File: src/rtl/acq_sequencer.sv
// acq_sequencer: acquisition/readout controller for one PSEC5 sampling cycle.
// It resets the channel counters, waits for PLL lock and gates the sampling clock
// while armed. After a masked trigger and the programmed delay it stops sampling.
// It then walks every channel x register with a parallel-load strobe followed by
// SHIFT_BITS serializer shift cycles.
// Every output comes from a register. The output decoder looks at the next-state
// values, so the registered outputs always line up with the state register.
module acq_sequencer #(
    parameter int NUM_CH       = 8,
    parameter int NUM_REG      = 7,
    parameter int SHIFT_BITS   = 8,
    parameter int RST_CYCLES   = 4,
    parameter int LOCK_TIMEOUT = 1023
) (
    input  logic              clk,
    input  logic              rst,
    input  logic              inst_rst,
    input  logic              inst_start,
    input  logic              inst_readout,
    input  logic              pll_locked,
    input  logic [NUM_CH-1:0] trig_in,
    input  logic [NUM_CH-1:0] trigger_channel_mask,
    input  logic [7:0]        trig_delay,
    output logic              clk_enable,
    output logic              cnt_rst,
    output logic [NUM_CH-1:0] load_cnt_ser,
    output logic [2:0]        select_reg,
    output logic              shift_en,
    output logic              busy,
    output logic              done,
    output logic              err_lock
);

    localparam int CH_W  = (NUM_CH > 1) ? $clog2(NUM_CH) : 1;
    localparam int CNT_W = ($clog2(LOCK_TIMEOUT + 1) > 8) ? $clog2(LOCK_TIMEOUT + 1) : 8;

    localparam logic [CNT_W-1:0]  CNT_ZERO    = '0;
    localparam logic [CNT_W-1:0]  CNT_ONE     = CNT_W'(1);
    localparam logic [CNT_W-1:0]  RST_LAST    = CNT_W'(RST_CYCLES - 1);
    localparam logic [CNT_W-1:0]  LOCK_LAST   = CNT_W'(LOCK_TIMEOUT - 1);
    localparam logic [CNT_W-1:0]  SHIFT_LAST  = CNT_W'(SHIFT_BITS - 1);
    localparam logic [CH_W-1:0]   CH_LAST     = CH_W'(NUM_CH - 1);
    localparam logic [2:0]        REG_LAST    = 3'(NUM_REG - 1);
    localparam logic [NUM_CH-1:0] ONEHOT_BASE = NUM_CH'(1);
    localparam logic [2:0]        SEL_NONE    = 3'b111;

    typedef enum logic [3:0] {
        S_IDLE      = 4'd0,
        S_RESET     = 4'd1,
        S_WAIT_LOCK = 4'd2,
        S_ARMED     = 4'd3,
        S_DELAY     = 4'd4,
        S_STOP      = 4'd5,
        S_LOAD      = 4'd6,
        S_SHIFT     = 4'd7,
        S_DONE      = 4'd8
    } state_t;

    state_t           state_r,  state_next_s;
    logic [CNT_W-1:0] cnt_r,    cnt_next_s;
    logic [CH_W-1:0]  ch_r,     ch_next_s;
    logic [2:0]       reg_r,    reg_next_s;
    logic             err_lock_r, err_next_s;

    logic              clk_enable_r,   clk_enable_s;
    logic              cnt_rst_r,      cnt_rst_s;
    logic [NUM_CH-1:0] load_cnt_ser_r, load_cnt_ser_s;
    logic [2:0]        select_reg_r,   select_reg_s;
    logic              shift_en_r,     shift_en_s;
    logic              busy_r,         busy_s;
    logic              done_r,         done_s;

    // State, counter and flag registers with synchronous reset
    always_ff @(posedge clk) begin
        if (rst) begin
            state_r    <= S_IDLE;
            cnt_r      <= CNT_ZERO;
            ch_r       <= '0;
            reg_r      <= 3'd0;
            err_lock_r <= 1'b0;
        end else begin
            state_r    <= state_next_s;
            cnt_r      <= cnt_next_s;
            ch_r       <= ch_next_s;
            reg_r      <= reg_next_s;
            err_lock_r <= err_next_s;
        end
    end

    // Next-state and counter logic; inst_rst overrides everything, then readout, then start
    always_comb begin
        state_next_s = state_r;
        cnt_next_s   = cnt_r;
        ch_next_s    = ch_r;
        reg_next_s   = reg_r;
        err_next_s   = err_lock_r;
        if (inst_rst) begin
            state_next_s = S_IDLE;
            cnt_next_s   = CNT_ZERO;
            ch_next_s    = '0;
            reg_next_s   = 3'd0;
            err_next_s   = 1'b0;
        end else begin
            case (state_r)
                S_IDLE: begin
                    if (inst_readout) begin
                        state_next_s = S_LOAD;
                        cnt_next_s   = CNT_ZERO;
                    end else if (inst_start) begin
                        state_next_s = S_RESET;
                        cnt_next_s   = CNT_ZERO;
                        err_next_s   = 1'b0;
                    end else begin
                        state_next_s = S_IDLE;
                    end
                end
                S_RESET: begin
                    if (cnt_r == RST_LAST) begin
                        state_next_s = S_WAIT_LOCK;
                        cnt_next_s   = CNT_ZERO;
                    end else begin
                        cnt_next_s = cnt_r + CNT_ONE;
                    end
                end
                S_WAIT_LOCK: begin
                    if (pll_locked) begin
                        state_next_s = S_ARMED;
                        cnt_next_s   = CNT_ZERO;
                    end else if (cnt_r == LOCK_LAST) begin
                        state_next_s = S_IDLE;
                        cnt_next_s   = CNT_ZERO;
                        err_next_s   = 1'b1;
                    end else begin
                        cnt_next_s = cnt_r + CNT_ONE;
                    end
                end
                S_ARMED: begin
                    if (inst_readout) begin
                        state_next_s = S_STOP;
                    end else if ((trig_in & trigger_channel_mask) != '0) begin
                        if (trig_delay == 8'd0) begin
                            state_next_s = S_STOP;
                        end else begin
                            state_next_s = S_DELAY;
                            cnt_next_s   = CNT_W'(trig_delay);
                        end
                    end else begin
                        state_next_s = S_ARMED;
                    end
                end
                S_DELAY: begin
                    // The counter holds the cycles left including this one
                    if (inst_readout || (cnt_r <= CNT_ONE)) begin
                        state_next_s = S_STOP;
                        cnt_next_s   = CNT_ZERO;
                    end else begin
                        cnt_next_s = cnt_r - CNT_ONE;
                    end
                end
                S_STOP: begin
                    state_next_s = S_LOAD;
                    cnt_next_s   = CNT_ZERO;
                    ch_next_s    = '0;
                    reg_next_s   = 3'd0;
                end
                S_LOAD: begin
                    state_next_s = S_SHIFT;
                    cnt_next_s   = CNT_ZERO;
                end
                S_SHIFT: begin
                    if (cnt_r == SHIFT_LAST) begin
                        cnt_next_s = CNT_ZERO;
                        if (reg_r == REG_LAST) begin
                            reg_next_s = 3'd0;
                            if (ch_r == CH_LAST) begin
                                ch_next_s    = '0;
                                state_next_s = S_DONE;
                            end else begin
                                ch_next_s    = ch_r + CH_W'(1);
                                state_next_s = S_LOAD;
                            end
                        end else begin
                            reg_next_s   = reg_r + 3'd1;
                            state_next_s = S_LOAD;
                        end
                    end else begin
                        cnt_next_s = cnt_r + CNT_ONE;
                    end
                end
                S_DONE: begin
                    state_next_s = S_IDLE;
                end
                default: begin
                    state_next_s = S_IDLE;
                    cnt_next_s   = CNT_ZERO;
                    ch_next_s    = '0;
                    reg_next_s   = 3'd0;
                end
            endcase
        end
    end

    // Output decode from the upcoming state so the output registers track state_r
    always_comb begin
        clk_enable_s   = 1'b0;
        cnt_rst_s      = 1'b0;
        load_cnt_ser_s = '0;
        select_reg_s   = SEL_NONE;
        shift_en_s     = 1'b0;
        busy_s         = 1'b1;
        done_s         = 1'b0;
        case (state_next_s)
            S_IDLE:      busy_s       = 1'b0;
            S_RESET:     cnt_rst_s    = 1'b1;
            S_WAIT_LOCK: busy_s       = 1'b1;
            S_ARMED:     clk_enable_s = 1'b1;
            S_DELAY:     clk_enable_s = 1'b1;
            S_STOP:      busy_s       = 1'b1;
            S_LOAD: begin
                load_cnt_ser_s = ONEHOT_BASE << ch_next_s;
                select_reg_s   = reg_next_s;
            end
            S_SHIFT: begin
                select_reg_s = reg_next_s;
                shift_en_s   = 1'b1;
            end
            S_DONE:      done_s       = 1'b1;
            default:     busy_s       = 1'b0;
        endcase
    end

    // Output registers with synchronous reset to the idle decode
    always_ff @(posedge clk) begin
        if (rst) begin
            clk_enable_r   <= 1'b0;
            cnt_rst_r      <= 1'b0;
            load_cnt_ser_r <= '0;
            select_reg_r   <= SEL_NONE;
            shift_en_r     <= 1'b0;
            busy_r         <= 1'b0;
            done_r         <= 1'b0;
        end else begin
            clk_enable_r   <= clk_enable_s;
            cnt_rst_r      <= cnt_rst_s;
            load_cnt_ser_r <= load_cnt_ser_s;
            select_reg_r   <= select_reg_s;
            shift_en_r     <= shift_en_s;
            busy_r         <= busy_s;
            done_r         <= done_s;
        end
    end

    assign clk_enable   = clk_enable_r;
    assign cnt_rst      = cnt_rst_r;
    assign load_cnt_ser = load_cnt_ser_r;
    assign select_reg   = select_reg_r;
    assign shift_en     = shift_en_r;
    assign busy         = busy_r;
    assign done         = done_r;
    assign err_lock     = err_lock_r;

endmodule

File: config.mk
export PLATFORM = sky130hd
export DESIGN_NAME = acq_sequencer
export DESIGN_NICKNAME = d
export VERILOG_FILES = /design/src/rtl/acq_sequencer.sv
export SDC_FILE = /design/constraint.sdc
export NUM_CORES = 1
export LEC_CHECK = 0
export CORE_MARGIN = 2
export CORE_UTILIZATION = 56
export CTS_CLUSTER_DIAMETER = 150
export CTS_CLUSTER_SIZE = 12
export DETAILED_ROUTE_END_ITERATION = 7
export GPL_TIMING_DRIVEN = 1
export HOLD_SLACK_MARGIN = 0.12
export PLACE_DENSITY = 0.86
export SLEW_MARGIN = 10
export SYNTH_ARGS = -nofsm -noshare
export SYNTH_HDL_FRONTEND = slang
export SYNTH_SLANG_ARGS = --single-unit
export TNS_END_PERCENT = 10
File: constraint.sdc
create_clock -name clk -period 4.65 [get_ports clk]
set_clock_uncertainty 0.1 [all_clocks]
set_input_delay 1.395 -clock clk [delete_from_list [all_inputs] [get_ports clk]]
set_output_delay 1.395 -clock clk [all_outputs]
set_load 0.01 [all_outputs]
==> Word-level counts from Yosys, hierarchy flattened <==
Cells that the tools add are included.
{ "word_totals": {"wordCells": 109, "regBits": 37} }
{ "classes": {"bitwise_logic": 4, "order_cmp": 1, "muxes": 44, "addsub": 4, "n_reduce_logical": 14, "n_eq_ne": 29, "shifts": 1} }
{ "op_table": {"columns": ["op", "count"], "rows": [
  ["10-bit two-way mux", 10],
  ["10-bit case mux with 7 select lines", 1],
  ["4-bit two-way mux", 10],
  ["4-bit by 3-bit equality test with 1-bit output (second input constant)", 8],
  ["4-bit case mux with 8 select lines", 1],
  ["3-bit two-way mux", 8],
  ["4-bit by 2-bit equality test with 1-bit output (second input constant)", 4],
  ["2-bit inequality test (second input constant)", 7],
  ["3-bit case mux with 2 select lines", 2],
  ["1-bit two-way mux", 11],
  ["10-bit by 1-bit adder with 10-bit output (second input constant)", 1],
  ["10-bit equality test (second input constant)", 1],
  ["10-bit by 2-bit equality test with 1-bit output (second input constant)", 1],
  ["10-bit by 3-bit equality test with 1-bit output (second input constant)", 1],
  ["10-bit by 1-bit less-or-equal comparator with 1-bit output (second input constant)", 1],
  ["5-bit AND reduction", 2],
  ["2-bit OR reduction", 5],
  ["10-bit by 1-bit subtractor with 10-bit output (second input constant)", 1],
  ["8-bit AND", 1],
  ["4-bit by 1-bit equality test with 1-bit output (second input constant)", 2],
  ["4-bit equality test (second input constant)", 2],
  ["8-bit zero test", 1],
  ["8-bit nonzero test", 1],
  ["8-bit OR reduction", 1],
  ["10 further kinds", 14]
]} }

==> Logic depth before layout (Yosys ltp) <==
{ "depth": {"ltp_word": 10, "ltp_mapped": 9, "mapped_depth_nobuf": 8} }

==> Worst setup path before layout <==
Ideal clock, no wire load.
{ "synth_path": {"kind": "input to register", "from": "in inst_readout", "to": "reg cnt_r[6]", "t_arrival_ps": 2809, "setup_time_ps": 59, "cell_stages": 7, "slack_ps": 1683, "path_buffers": 1, "path_cell_list": "clkbuf_1 -> o21bai_1 -> a22o_1 -> nor4_1 -> o21ai_1 -> o31ai_1 -> a22o_1"} }
{ "synth_between": {"elab_chain_cells": 3, "word_cells_on_any_way": 7} }
{ "synth_rtl": {"columns": ["element", "line_no", "rtl"], "rows": [
  ["start: declaration", "19", "input logic inst_readout,"],
  ["1-bit logical OR", "153", "if (inst_readout || (cnt_r <= CNT_ONE)) begin"],
  ["10-bit two-way mux", "153", null],
  ["10-bit case mux with 7 select lines", "104", "case (state_r)"],
  ["end signal: assignment", "83", "cnt_r <= cnt_next_s;"],
  ["end: declaration", "60", "logic [CNT_W-1:0] cnt_r, cnt_next_s;"]
]} }
Several ways; a longest one is shown, not always the timed one.
A chain may end at the register's enable or synchronous reset.

==> Worst setup path in the final report <==
{ "layout_path": {"from": "in trig_in[0]", "to": "reg load_cnt_ser_r[4], in the netlist load_cnt_ser[4]"} }
{ "layout_between": {"elab_chain_cells": 9} }
{ "layout_rtl": {"columns": ["element", "line_no", "rtl"], "rows": [
  ["start: declaration", "21", "input logic [NUM_CH-1:0] trig_in,"],
  ["8-bit AND", "140", "end else if ((trig_in & trigger_channel_mask) != '0) begin"],
  ["8-bit nonzero test", "140", null],
  ["4-bit two-way mux", "140", null],
  ["4-bit two-way mux", "138", "if (inst_readout) begin"],
  ["4-bit case mux with 8 select lines", "104", null],
  ["4-bit two-way mux", "97", "if (inst_rst) begin"],
  ["4-bit by 3-bit equality test with 1-bit output", "212", "case (state_next_s)"],
  ["1-bit NOT (no source line)", null, null],
  ["2-bit OR reduction (no source line)", null, null],
  ["end signal: assignment", "245", "load_cnt_ser_r <= load_cnt_ser_s;"],
  ["end: declaration", "67", "logic [NUM_CH-1:0] load_cnt_ser_r, load_cnt_ser_s;"]
]} }
No other way between the ends.

==> impl_metrics.csv <==
group,metric,value,unit
power_and_ir_drop,combPwrFrac,0.146,
clocking,cts_sinks,37,
grt,grt_pass1_wl,10000,um
timing,fin_crit_sh,0.769,
setup_path,critPathCaptureType,"flip-flop",
final_layout,syn_to_final_growth,22.9,%
place,dp_slack,0.884,ns
synth,syn_inst,291,
synth,synth_edf_count,0,
power_and_ir_drop,vdd_drop_max,0.202,mV
power_and_ir_drop,pwr-share-seq,0.499,
die,start_util,0.582,
grt,track_usage,0.284,
detailed_routing,drtIter0Drc,302,
final_layout,multi_input_area,1500,um^2
synth,ys_ff_latch,37,
synth,syn_area,2340,um^2
setup_path,worst-path-max-fanout,5,
clocking,clock_latency,0.30,ns
detailed_routing,firstDrtPassIters,5,
timing,rsz0062_at_grt,"no",
power_and_ir_drop,internal_power,0.487,mW
clocking,cts_root_buf,"clkbuf_8",
final_layout,register_area,741,um^2
timing,layout_min_cycle_time,3.58,ns
power_and_ir_drop,sw_frac_of_total,0.254,
grt,overflow,0,
grt,grt_max_degree,17,
detailed_routing,wl,6310,um
detailed_routing,via_per_inst,6.42,
clocking,cts_tree,"yes",
timing,max_slew_margin,0.482,
die,die_area,4720,um^2
clocking,post_cts_resized,0,
min_path,hold_class,"flip-flop to flip-flop",
detailed_routing,drc,0,
detailed_routing,routedWlPerCell,16.8,um
final_layout,num_antenna_cells,0,
die,num_io_pins,47,
clocking,cts_hold_buffers,0,
grt,grt_pass1_vias,2182,
run_status,status,"completed",
timing,report.final.slew_viol_count,0,
timing,worst_slack,1.07,ns
timing,tns,0,ns
detailed_routing,num_vias,2414,
setup_path,crit_path_top_delay_cell,"o32ai_1",
setup_path,cp.arrival,3.68,ns
flow_run,maxCapViolCount,0,
clocking,postCtsSetupBuffers,0,
setup_path,start_kind,"input port",
timing,worstMarginPinSlew,0.769,ns
final_layout,fillerInstances,320,
synth,yosys_warnings,0,
power_and_ir_drop,switchingPower,0.166,mW
detailed_routing,ant_nets,0,
clocking,numCtsBuffers,5,
final_layout,largest_register,"cnt_r",
final_layout,largest_register_ffs,10,
place,port_buffers,46,
synth,ys_seq_area_frac,0.316,
die,rows,23,
die,die_y,68.7,um
synth,synthesis.nets,327,
grt,antenna_found_initial,0,
final_layout,nets,362,
timing,setup_violations,0,
synth,syn_area_per_cell,8.06,um^2
timing,hold_violations,0,
place,place_congestion,0.957,
clocking,cts_buffer_depth,2,
clocking,htreeDepth,2,
setup_path,criticalPathCategory,"input port to flip-flop",
setup_path,critPathRequiredTime,4.76,ns
synth,synthArstFlopShare,0,
final_layout,drive_gt1_frac,0.0706,
power_and_ir_drop,p_clk_frac,0.354,
setup_path,max_stage_delay,0.58,ns
die,die_w,68.7,um
power_and_ir_drop,p_leak,1.03,nW
synth,synth_flop_cell,"dfxtp_1",
setup_path,cp_cell_sequence,"clkdlybuf4s50_1 -> a22oi_1 -> nand4_1 -> o32ai_1 -> o31ai_2 -> nor2b_1 -> nor4bb_1",
die,core-area,4030,um^2
place,hpwl,4560,um
synth,ys_types,63,
clocking,path_clk_slew,0.07,ns
timing,max_freq,279,MHz
power_and_ir_drop,pwr_density_cell,227,nW/um^2
worst max-delay path, delay by kind of cell:
family	cells	cell delay (ns)
AOI/OAI and AO/OA	3	0.95
and+or+nand+nor	3	0.92
buffers and inverters	1	0.41
cell usage in the layout, fill, tap and decap left out, drive strengths merged, types with 3 or more instances in the layout:
master,instances
a21o,4
a21oi,15
a22o,4
a22oi,12
a311oi,3
a31oi,3
and2,7
and3,7
clkbuf,6
clkdlybuf4s50,46
dfxtp,37
ha,6
inv,5
mux2i,3
nand2,19
nand2b,3
nand3,6
nand4,3
nor2,29
nor2b,4
nor3,18
nor4,9
o21ai,16
o31ai,5
or2,4
or3,3
or3b,3
xor2,7
final cells by class:
type                       count  area share
multi-input combinational    229       0.519
sequential                    37       0.257
timing repair buffer          48       0.165
clock buffer                   6      0.0286
tap                           50      0.0217
inverter                       5     0.00651
clock inverter                 1     0.00260
power groups by stage:
stage / sequential [mW] / combinational, mW / clock, mW
final: 0.326 / 0.0955 / 0.231
after global routing: 0.327 / 0.103 / 0.250
after CTS: 0.326 / 0.0939 / 0.234
after detailed placement: 0.333 / 0.0928 / 0
after global placement: 0.333 / 0.0915 / 0
after floorplan: 0.330 / 0.0540 / 0
cells by family (layout without fill, tap and decap cells):
group	count (synthesis)	count (layout)	share of synthesized area
AO/OA/AOI/OAI	83	83	0.246
XOR/XNOR	9	9	0.0336
adder cells (fa/ha/maj)	6	6	0.0320
buffers and inverters	25	60	0.0464
flip-flops	37	37	0.316
multiplexers	4	4	0.0176
AND/OR/NAND/NOR	127	127	0.308
cell usage after synthesis, types with 3 or more instances:
| cell type | number | area share |
|---|---|---|
| nor3_1 | 18 | 0.038 |
| a311oi_1 | 3 | 0.011 |
| dfxtp_1 | 37 | 0.32 |
| a31oi_1 | 3 | 0.0080 |
| buf_2 | 6 | 0.013 |
| o21ai_0 | 15 | 0.032 |
| a22o_1 | 4 | 0.015 |
| mux2i_1 | 3 | 0.013 |
| inv_1 | 5 | 0.0080 |
| nand2_1 | 19 | 0.030 |
| and3_1 | 7 | 0.019 |
| nand4_1 | 3 | 0.0080 |
| or2_2 | 4 | 0.011 |
| nor4_1 | 7 | 0.019 |
| xor2_1 | 7 | 0.026 |
| nor2_1 | 29 | 0.046 |
| or3b_2 | 3 | 0.011 |
| nand2b_1 | 3 | 0.0080 |
| or3_1 | 3 | 0.0080 |
| ha_1 | 6 | 0.032 |
| a21o_1 | 4 | 0.013 |
| and2_1 | 6 | 0.016 |
| o31ai_1 | 4 | 0.013 |
| a22oi_1 | 12 | 0.038 |
| a21oi_1 | 15 | 0.032 |
| nand3_1 | 6 | 0.013 |
| nor2b_1 | 4 | 0.011 |
| clkbuf_1 | 12 | 0.019 |
per-stage QoR:
step / std cells / cell area [um^2] / hold WS (ns) / util / total power [mW]
floorplan: 291 / 2340 / 0.433 / - / 0.384
detailed placement: 369 / 2790 / 0.440 / 0.693 / 0.426
global placement: 369 / 2790 / 0.428 / 0.693 / 0.425
global route: 376 / 2880 / 0.498 / 0.716 / 0.680
finish: 376 / 2880 / 0.452 / 0.716 / 0.653
CTS: 376 / 2880 / 0.448 / 0.716 / 0.654
final timing paths:
kind | startpoint | slack (ns) | depth (start not counted) | to
worst max-delay path | trig_in[0] | 1.07 | 7 | load_cnt_ser[4]$_SDFF_PP0_
worst min-delay path | err_lock$_SDFFE_PP0P_ | 0.45 | 2 | err_lock$_SDFFE_PP0P_
worst max register to register | cnt_r[0]$_SDFFE_PP0P_ | 1.80 | 7 | load_cnt_ser[7]$_SDFF_PP0_
worst min register to register | err_lock$_SDFFE_PP0P_ | 0.45 | 2 | err_lock$_SDFFE_PP0P_
per-layer routing:
layer / up-vias / global-route usage / wire (um)
met4: 0 / 0.127 / 193
met5: - / 0 / 0
met1: 1106 / 0.403 / 2680
li1: 1160 / - / -
met2: 130 / 0.403 / 2760
met3: 18 / 0.0714 / 671
Note: power is estimated with default switching activity, not from simulation.
